File: config.mk
export PLATFORM = sky130hd
export DESIGN_NAME = u712_dram_cycle_gen_flat
export DESIGN_NICKNAME = d
export VERILOG_FILES = /design/src/rtl/u712_pkg.sv /design/src/rtl/u712_dram_cycle_gen_if.sv /design/src/rtl/u712_dram_addr_mux.sv /design/src/rtl/u712_dram_cycle_gen.sv /design/src/flat_wrapper.sv
export SDC_FILE = /design/constraint.sdc
export NUM_CORES = 1
export LEC_CHECK = 0
export BUFFER_PORTS_ARGS = -buffer_cell sky130_fd_sc_hd__buf_2
export CORE_UTILIZATION = 60
export CTS_BUF_LIST = sky130_fd_sc_hd__clkbuf_4
export CTS_CLUSTER_DIAMETER = 30
export DETAILED_ROUTE_END_ITERATION = 10
export GPL_TIMING_DRIVEN = 0
export PLACE_DENSITY = 0.93
export SLEW_MARGIN = 20
export SYNTH_ARGS = -nofsm -noshare
export SYNTH_HDL_FRONTEND = slang
export SYNTH_HIERARCHICAL = 1
export SYNTH_SLANG_ARGS = --single-unit
export TNS_END_PERCENT = 10
File: constraint.sdc
create_clock -name CLK80 -period 3.8 [get_ports CLK80]
set_clock_uncertainty 0.15 [all_clocks]
set_input_delay 1.14 -clock CLK80 [delete_from_list [all_inputs] [get_ports CLK80]]
set_output_delay 1.14 -clock CLK80 [all_outputs]
set_load 0.03 [all_outputs]
File: src/rtl/u712_pkg.sv
// Shared state encoding and Agnus DRAM address maps for the chip RAM cycle generator,
// the chip RAM controller and its benches.
package u712_pkg;

  typedef enum logic [2:0] {
    IDLE,
    ROW,
    RAS,
    COL,
    CAS,
    REF,
    PRE
  } state_t;

  localparam int CNT_W = 4;

  // a[20:1] is the word address; row carries A19 on top so bank select stays visible.
  function automatic logic [9:0] AGNUS_ROW_MAP(input logic [20:1] a);
    return {a[19], a[17:9]};
  endfunction

  // In the 1MB map A20 is dropped and column MA9 reads as zero.
  function automatic logic [9:0] AGNUS_COL_MAP(input logic [20:1] a, input logic map_2mb);
    return {map_2mb & a[20], a[18], a[8:1]};
  endfunction

endpackage

File: src/rtl/u712_dram_cycle_gen_if.sv
// Request side plus multiplexed DRAM strobes of the cycle generator.
// master = requester/bench, slave = cycle generator.
interface u712_dram_cycle_gen_if;
  logic        REQ;
  logic        REQ_RnW;
  logic [20:1] REQ_A;
  logic        REQ_UDS;
  logic        REQ_LDS;
  logic        REFRESH_REQ;
  logic        ACK;
  logic        BUSY;
  logic        nRAS0;
  logic        nRAS1;
  logic        nCASU;
  logic        nCASL;
  logic        nAWE;
  logic [9:0]  DRA;

  modport master (
    output REQ, REQ_RnW, REQ_A, REQ_UDS, REQ_LDS, REFRESH_REQ,
    input  ACK, BUSY, nRAS0, nRAS1, nCASU, nCASL, nAWE, DRA
  );

  modport slave (
    input  REQ, REQ_RnW, REQ_A, REQ_UDS, REQ_LDS, REFRESH_REQ,
    output ACK, BUSY, nRAS0, nRAS1, nCASU, nCASL, nAWE, DRA
  );
endinterface

File: src/rtl/u712_dram_addr_mux.sv
// Purpose: select row or column DRA image of a word address for the chosen Agnus map.
// Latency: purely combinational.
// Backpressure: none.
module u712_dram_addr_mux
  import u712_pkg::*;
#(
  parameter bit AGNUS_2MB = 1'b0
) (
  input  logic [20:1] addr,
  input  logic        sel_col,
  output logic [9:0]  dra
);

  assign dra = sel_col ? AGNUS_COL_MAP(addr, AGNUS_2MB) : AGNUS_ROW_MAP(addr);

endmodule

File: src/rtl/u712_dram_cycle_gen.sv
// Purpose: turn word requests into timed Agnus row/column DRAM cycles plus RAS-only refresh.
// Latency: request to ACK is 3 + RAS_TO_CAS + CAS_WIDTH clocks, then PRECHARGE + 1 before the next.
// Backpressure: REQ is held until ACK; nothing is sampled outside IDLE.
module u712_dram_cycle_gen
  import u712_pkg::*;
#(
  parameter int RAS_TO_CAS = 4,
  parameter int CAS_WIDTH  = 8,
  parameter int PRECHARGE  = 6,
  parameter int AGNUS_2MB  = 0
) (
  input  logic                  CLK80,
  input  logic                  nRESET,
  u712_dram_cycle_gen_if.slave  bus
);

  if (RAS_TO_CAS < 1 || RAS_TO_CAS > 15 || CAS_WIDTH < 1 || CAS_WIDTH > 15 ||
      PRECHARGE < 1 || PRECHARGE > 15 || AGNUS_2MB < 0 || AGNUS_2MB > 1) begin : g_bad_param
    $error("u712_dram_cycle_gen: timing parameters must be 1..15 and AGNUS_2MB 0 or 1");
  end

  localparam logic [CNT_W-1:0] R2C_LD = RAS_TO_CAS[CNT_W-1:0];
  localparam logic [CNT_W-1:0] CAS_LD = CAS_WIDTH[CNT_W-1:0];
  localparam logic [CNT_W-1:0] PRE_LD = PRECHARGE[CNT_W-1:0];

  state_t           state, state_nxt;
  logic [CNT_W-1:0] cnt, cnt_nxt, cnt_dec;
  logic [20:1]      a_q, a_nxt;
  logic             rnw_q, rnw_nxt, uds_q, uds_nxt, lds_q, lds_nxt;
  logic             nras0_q, nras0_nxt, nras1_q, nras1_nxt;
  logic             ncasu_q, ncasu_nxt, ncasl_q, ncasl_nxt;
  logic             nawe_q, nawe_nxt, ack_q, ack_nxt, busy_q, busy_nxt;
  logic [9:0]       dra_q, dra_nxt, mux_dra;
  logic [20:1]      mux_addr;
  logic             mux_col;

  // Row comes straight from the request while leaving IDLE; column only ever from the capture.
  assign mux_addr = (state == IDLE) ? bus.REQ_A : a_q;
  assign mux_col  = (state != IDLE);

  u712_dram_addr_mux #(.AGNUS_2MB(AGNUS_2MB != 0)) u_addr_mux (
    .addr    (mux_addr),
    .sel_col (mux_col),
    .dra     (mux_dra)
  );

  always_ff @(posedge CLK80 or negedge nRESET) begin
    if (!nRESET) begin
      state   <= IDLE;
      cnt     <= '0;
      a_q     <= '0;
      rnw_q   <= 1'b1;
      uds_q   <= 1'b0;
      lds_q   <= 1'b0;
      nras0_q <= 1'b1;
      nras1_q <= 1'b1;
      ncasu_q <= 1'b1;
      ncasl_q <= 1'b1;
      nawe_q  <= 1'b1;
      dra_q   <= '0;
      ack_q   <= 1'b0;
      busy_q  <= 1'b0;
    end else begin
      state   <= state_nxt;
      cnt     <= cnt_nxt;
      a_q     <= a_nxt;
      rnw_q   <= rnw_nxt;
      uds_q   <= uds_nxt;
      lds_q   <= lds_nxt;
      nras0_q <= nras0_nxt;
      nras1_q <= nras1_nxt;
      ncasu_q <= ncasu_nxt;
      ncasl_q <= ncasl_nxt;
      nawe_q  <= nawe_nxt;
      dra_q   <= dra_nxt;
      ack_q   <= ack_nxt;
      busy_q  <= busy_nxt;
    end
  end

  always_comb begin
    state_nxt = state;
    cnt_nxt   = cnt;
    cnt_dec   = cnt - 4'd1;
    a_nxt     = a_q;
    rnw_nxt   = rnw_q;
    uds_nxt   = uds_q;
    lds_nxt   = lds_q;
    nras0_nxt = nras0_q;
    nras1_nxt = nras1_q;
    ncasu_nxt = ncasu_q;
    ncasl_nxt = ncasl_q;
    nawe_nxt  = nawe_q;
    dra_nxt   = dra_q;
    ack_nxt   = 1'b0;
    case (state)
      IDLE: begin
        if (bus.REFRESH_REQ) begin
          nras0_nxt = 1'b0;
          nras1_nxt = 1'b0;
          cnt_nxt   = CAS_LD;
          state_nxt = REF;
        end else if (bus.REQ) begin
          a_nxt     = bus.REQ_A;
          rnw_nxt   = bus.REQ_RnW;
          uds_nxt   = bus.REQ_UDS;
          lds_nxt   = bus.REQ_LDS;
          dra_nxt   = mux_dra;
          state_nxt = ROW;
        end
      end
      ROW: begin
        nras0_nxt = a_q[19];
        nras1_nxt = ~a_q[19];
        cnt_nxt   = R2C_LD;
        state_nxt = RAS;
      end
      RAS: begin
        cnt_nxt = cnt_dec;
        if (cnt_dec == '0) begin
          dra_nxt   = mux_dra;
          nawe_nxt  = rnw_q;    // early write: WE settles a clock before CAS
          state_nxt = COL;
        end
      end
      COL: begin
        // No byte enable at all is treated as a full word access.
        ncasu_nxt = ~uds_q & lds_q;
        ncasl_nxt = ~lds_q & uds_q;
        cnt_nxt   = CAS_LD;
        state_nxt = CAS;
      end
      CAS: begin
        cnt_nxt = cnt_dec;
        if (cnt_dec == '0) begin
          nras0_nxt = 1'b1;
          nras1_nxt = 1'b1;
          ncasu_nxt = 1'b1;
          ncasl_nxt = 1'b1;
          nawe_nxt  = 1'b1;
          ack_nxt   = 1'b1;
          cnt_nxt   = PRE_LD;
          state_nxt = PRE;
        end
      end
      REF: begin
        cnt_nxt = cnt_dec;
        if (cnt_dec == '0) begin
          nras0_nxt = 1'b1;
          nras1_nxt = 1'b1;
          cnt_nxt   = PRE_LD;
          state_nxt = PRE;
        end
      end
      PRE: begin
        cnt_nxt = cnt_dec;
        if (cnt_dec == '0) state_nxt = IDLE;
      end
      default: state_nxt = IDLE;
    endcase
    busy_nxt = (state_nxt != IDLE);
  end

  assign bus.ACK   = ack_q;
  assign bus.BUSY  = busy_q;
  assign bus.nRAS0 = nras0_q;
  assign bus.nRAS1 = nras1_q;
  assign bus.nCASU = ncasu_q;
  assign bus.nCASL = ncasl_q;
  assign bus.nAWE  = nawe_q;
  assign bus.DRA   = dra_q;

endmodule

File: src/flat_wrapper.sv
// flat-port wrapper written by rule: the top's interface ports become plain ports
module u712_dram_cycle_gen_flat import u712_pkg::*;
#(
  parameter int RAS_TO_CAS = 4,
  parameter int CAS_WIDTH  = 8,
  parameter int PRECHARGE  = 6,
  parameter int AGNUS_2MB  = 0
)
  (CLK80, nRESET, bus_REQ, bus_REQ_RnW, bus_REQ_A, bus_REQ_UDS, bus_REQ_LDS, bus_REFRESH_REQ, bus_ACK, bus_BUSY, bus_nRAS0, bus_nRAS1, bus_nCASU, bus_nCASL, bus_nAWE, bus_DRA);
  u712_dram_cycle_gen_if bus_i ();
  input  logic CLK80;
  input  logic nRESET;
  input wire logic [$bits(bus_i.REQ)-1:0] bus_REQ;
  input wire logic [$bits(bus_i.REQ_RnW)-1:0] bus_REQ_RnW;
  input wire logic [$bits(bus_i.REQ_A)-1:0] bus_REQ_A;
  input wire logic [$bits(bus_i.REQ_UDS)-1:0] bus_REQ_UDS;
  input wire logic [$bits(bus_i.REQ_LDS)-1:0] bus_REQ_LDS;
  input wire logic [$bits(bus_i.REFRESH_REQ)-1:0] bus_REFRESH_REQ;
  output wire logic [$bits(bus_i.ACK)-1:0] bus_ACK;
  output wire logic [$bits(bus_i.BUSY)-1:0] bus_BUSY;
  output wire logic [$bits(bus_i.nRAS0)-1:0] bus_nRAS0;
  output wire logic [$bits(bus_i.nRAS1)-1:0] bus_nRAS1;
  output wire logic [$bits(bus_i.nCASU)-1:0] bus_nCASU;
  output wire logic [$bits(bus_i.nCASL)-1:0] bus_nCASL;
  output wire logic [$bits(bus_i.nAWE)-1:0] bus_nAWE;
  output wire logic [$bits(bus_i.DRA)-1:0] bus_DRA;
  assign bus_i.REQ = bus_REQ;
  assign bus_i.REQ_RnW = bus_REQ_RnW;
  assign bus_i.REQ_A = bus_REQ_A;
  assign bus_i.REQ_UDS = bus_REQ_UDS;
  assign bus_i.REQ_LDS = bus_REQ_LDS;
  assign bus_i.REFRESH_REQ = bus_REFRESH_REQ;
  assign bus_ACK = bus_i.ACK;
  assign bus_BUSY = bus_i.BUSY;
  assign bus_nRAS0 = bus_i.nRAS0;
  assign bus_nRAS1 = bus_i.nRAS1;
  assign bus_nCASU = bus_i.nCASU;
  assign bus_nCASL = bus_i.nCASL;
  assign bus_nAWE = bus_i.nAWE;
  assign bus_DRA = bus_i.DRA;
  u712_dram_cycle_gen #(.RAS_TO_CAS(RAS_TO_CAS), .CAS_WIDTH(CAS_WIDTH), .PRECHARGE(PRECHARGE), .AGNUS_2MB(AGNUS_2MB)) u_core (.CLK80(CLK80), .nRESET(nRESET), .bus(bus_i));
endmodule
==> PnR_summary.wiki <==
{| class="wikitable"
! Metric !! Value
|-
| Type of the worst min-delay path || flop to flop
|-
| Drt first-iter violations || about 220
|-
| Number of buffers inserted by hold repair at cts || 0
|-
| Share of power burned in combinational logic || 51.2%
|-
| Placer Congestion || roughly 0.88
|-
| Detailed route wirelength on metal2 || about 2.7 mm
|-
| Final Max Tran Viols || 0
|-
| Fraction of power spent switching nets || approximately two fifths
|-
| Core outline area || approximately 4000 µm²
|-
| DRT Wirelength || between 5 and 6 mm
|-
| Final core utilization || 71.04%
|-
| Total of fill cells in the finished design || between 200 and 300
|-
| Post-place instance area || ~2800 µm²
|-
| Syn avg cell area || ~12 µm²
|-
| Number of buffers created by CTS || 5
|-
| Maximum number of pins on one net before global-route repair || 47
|-
| Sum of negative setup slack || 0 ns
|-
| Clock power share || between 10% and 20%
|-
| Die Y || 66.71 µm
|-
| Cell Chain, Critical Path || buf_2
|-
| Max frequency || 414.8 MHz
|-
| Standby leakage power || 1.347 nW
|-
| Yosys warning count || 6
|-
| Depth of the CTS H-tree || 2
|-
| FF+latch area || roughly 1200 µm²
|-
| Detailed-route wire length per cell || roughly 17 µm
|-
| Number of buffers inserted by port buffering || 42
|-
| Dpl ws || roughly 1.1 ns
|-
| Final-stage net count || between 200 and 300
|-
| Post-synthesis instance area || ~2500 µm²
|-
| Post-synthesis net count || 236
|-
| Initial antenna violation count || 0
|-
| Max stage delay cell, worst path || dfstp_2
|-
| Sequential fraction of design power || about two fifths
|-
| Unrepaired setup endpoints after global routing || no
|-
| Detailed Place HPWL || ~3.8 mm
|-
| CP max FO || 3
|-
| Total non-filler cell area in the finished layout || roughly 2800 µm²
|-
| Final worst slack || between 1 and 1.5 ns
|-
| Critical path class || flop to output pin
|-
| DIE AREA || roughly 4500 µm²
|-
| Shortest period the worst path allows || between 2 and 2.5 ns
|-
| Gate count of the mapped netlist || 207
|-
| Root Driver || clkbuf_4
|-
| I/O pin total || 44
|-
| Met1 Routed Length || ~2.1 mm
|-
| Crit-path leading delay family || flip-flops
|-
| Count of max-cap constraint violations || 0
|-
| Via count of the first global-routing pass || between 1.5k and 2k
|-
| Post-CTS clock slew at the launch and capture registers of the worst setup and hold paths || roughly 0.14 ns
|-
| Critical Path Start Type || flop
|-
| Number of endpoints with negative hold slack in the final report || 0
|-
| Final-report setup violation count || 0
|-
| Floorplan die width || between 60 and 70 µm
|-
| Sum of met3 wire segment lengths after detailed routing || roughly 330 µm
|-
| Total vias in the final route || 1847
|-
| Total inserted antenna cells || 0
|-
| Power Dens Cells || around 800 nW/µm²
|-
| Count of nets left with antenna violations after detail routing || 0
|-
| Crit path capture type || output pin
|-
| Multi-input combinational cell area || 1271 µm²
|-
| First-pass GRT wire length || about 8.6 mm
|-
| Clock Latency Late Sink || 0.36 ns
|-
| GRT overflow || 0
|-
| Internal power consumption || between 1 and 1.5 mW
|-
| Worst path bufs/invs || 1
|-
| Tcrit/Tclk final || 63.44%
|-
| Effective utilization at floorplan || 62.81%
|-
| Top layer in use || met4
|-
| Global-route usage over all layers || between 20% and 30%
|-
| Post-CTS Resized || 0
|-
| Worst-case vdd ir drop || 398.1 µV
|-
| CTS sink cnt || 46
|-
| Post-CTS setup buffer count || 0
|-
| Overall power after layout || about 2.2 mW
|-
| Per-cell via count in the routed design || 6.016
|-
| Worst slew slack as a fraction of its limit || approximately 62%
|-
| Share of cells above drive strength 1 || between 50% and 60%
|-
| Data required time at the worst endpoint || between 2 and 3 ns
|-
| Data arrival time at the worst-slack endpoint || 1.12 ns
|-
| Run status || complete, no violations
|-
| Slew at the pin with the worst max-slew slack || 0.5691 ns
|-
| Number of iterations in the first detailed-routing pass || 4
|-
| Sw power || between 0.8 and 0.9 mW
|-
| Stage delay of the slowest cell on the critical path || about 0.57 ns
|-
| Row count || 23
|-
| Synthesis-to-layout area growth || 13.10%
|-
| Post-route DRC violation count || 0
|-
| Maximum buffer depth of the clock tree || 2
|-
| Clock tree from TritonCTS || yes
|}
-- area by class of cell --
| type | instances | share of cell area (%) |
|---|---|---|
| Tap cell | 50 | 2.202 |
| Clock inverter | 3 | 0.5724 |
| Buffer | 11 | 2.114 |
| Multi-Input combinational cell | 144 | 44.74 |
| Sequential cell | 46 | 40.77 |
| Inverter | 6 | 0.7926 |
| Timing Repair Buffer | 42 | 7.486 |
| Clock buffer | 5 | 1.321 |
-- power by group through the flow --
stage	clock network, mW	logic, mW	registers (mW)
floorplan	0	0.773	0.951
finish	0.230	1.14	0.855
global route	0.255	1.23	0.880
CTS	0.234	1.14	0.854
detailed placement	0	1.13	0.863
global placement	0	1.09	0.843
-- per-layer routing --
layer | vias up | global-route usage [%]
met5 | - | 0
met4 | 0 | 9.574
met3 | 12 | 6.678
met2 | 71 | 46.34
met1 | 897 | 31.65
li1 | 867 | -
-- per-stage QoR --
step,hold slack [ns],instances
global placement,0.3329,299
CTS,0.3743,307
global route,0.3911,307
detailed placement,0.3419,299
finish,0.3731,307
floorplan,0.3253,207
-- flip-flops by register name, indices dropped and copies added, names as in the netlist --
register          flops
u_core/lds_q          1
u_core/bus.nRAS0      1
u_core/rnw_q          1
u_core/bus.nRAS1      1
u_core/bus.BUSY       1
u_core/bus.nCASL      1
u_core/bus.nAWE       1
u_core/bus.DRA       10
u_core/a_q           19
u_core/bus.nCASU      1
u_core/uds_q          1
u_core/bus.ACK        1
u_core/cnt            4
u_core/state          3
-- cell usage in the layout, fill, tap and decap left out, drive strengths merged, types with 5 or more instances in the layout --
cell type  instances
mux2              60
nor3               6
dfrtp             40
clkbuf             7
a21oi              5
nand3              6
o21ai             10
buf               51
nor2               8
dfstp              6
nand2              9
inv                5
-- worst paths after layout --
kind / start / to / slack [ns] / depth (start not counted)
setup reg to reg: u_core/state[1]$_DFF_PN0_ / u_core/bus.DRA[0]$_DFFE_PN0P_ / 1.48 / 6
hold / removal: u_core/a_q[12]$_DFFE_PN0P_ / u_core/a_q[12]$_DFFE_PN0P_ / 0.37 / 1
setup / recovery: u_core/bus.nAWE$_DFFE_PN1P_ / bus_nAWE / 1.39 / 1
max in group asynchronous: nRESET / u_core/bus.nRAS0$_DFFE_PN1P_ / 2.50 / 1
hold reg to reg: u_core/a_q[12]$_DFFE_PN0P_ / u_core/a_q[12]$_DFFE_PN0P_ / 0.37 / 1
min in group asynchronous: nRESET / u_core/cnt[2]$_DFFE_PN0P_ / 0.60 / 1
Power figures use the tool's default switching activity.
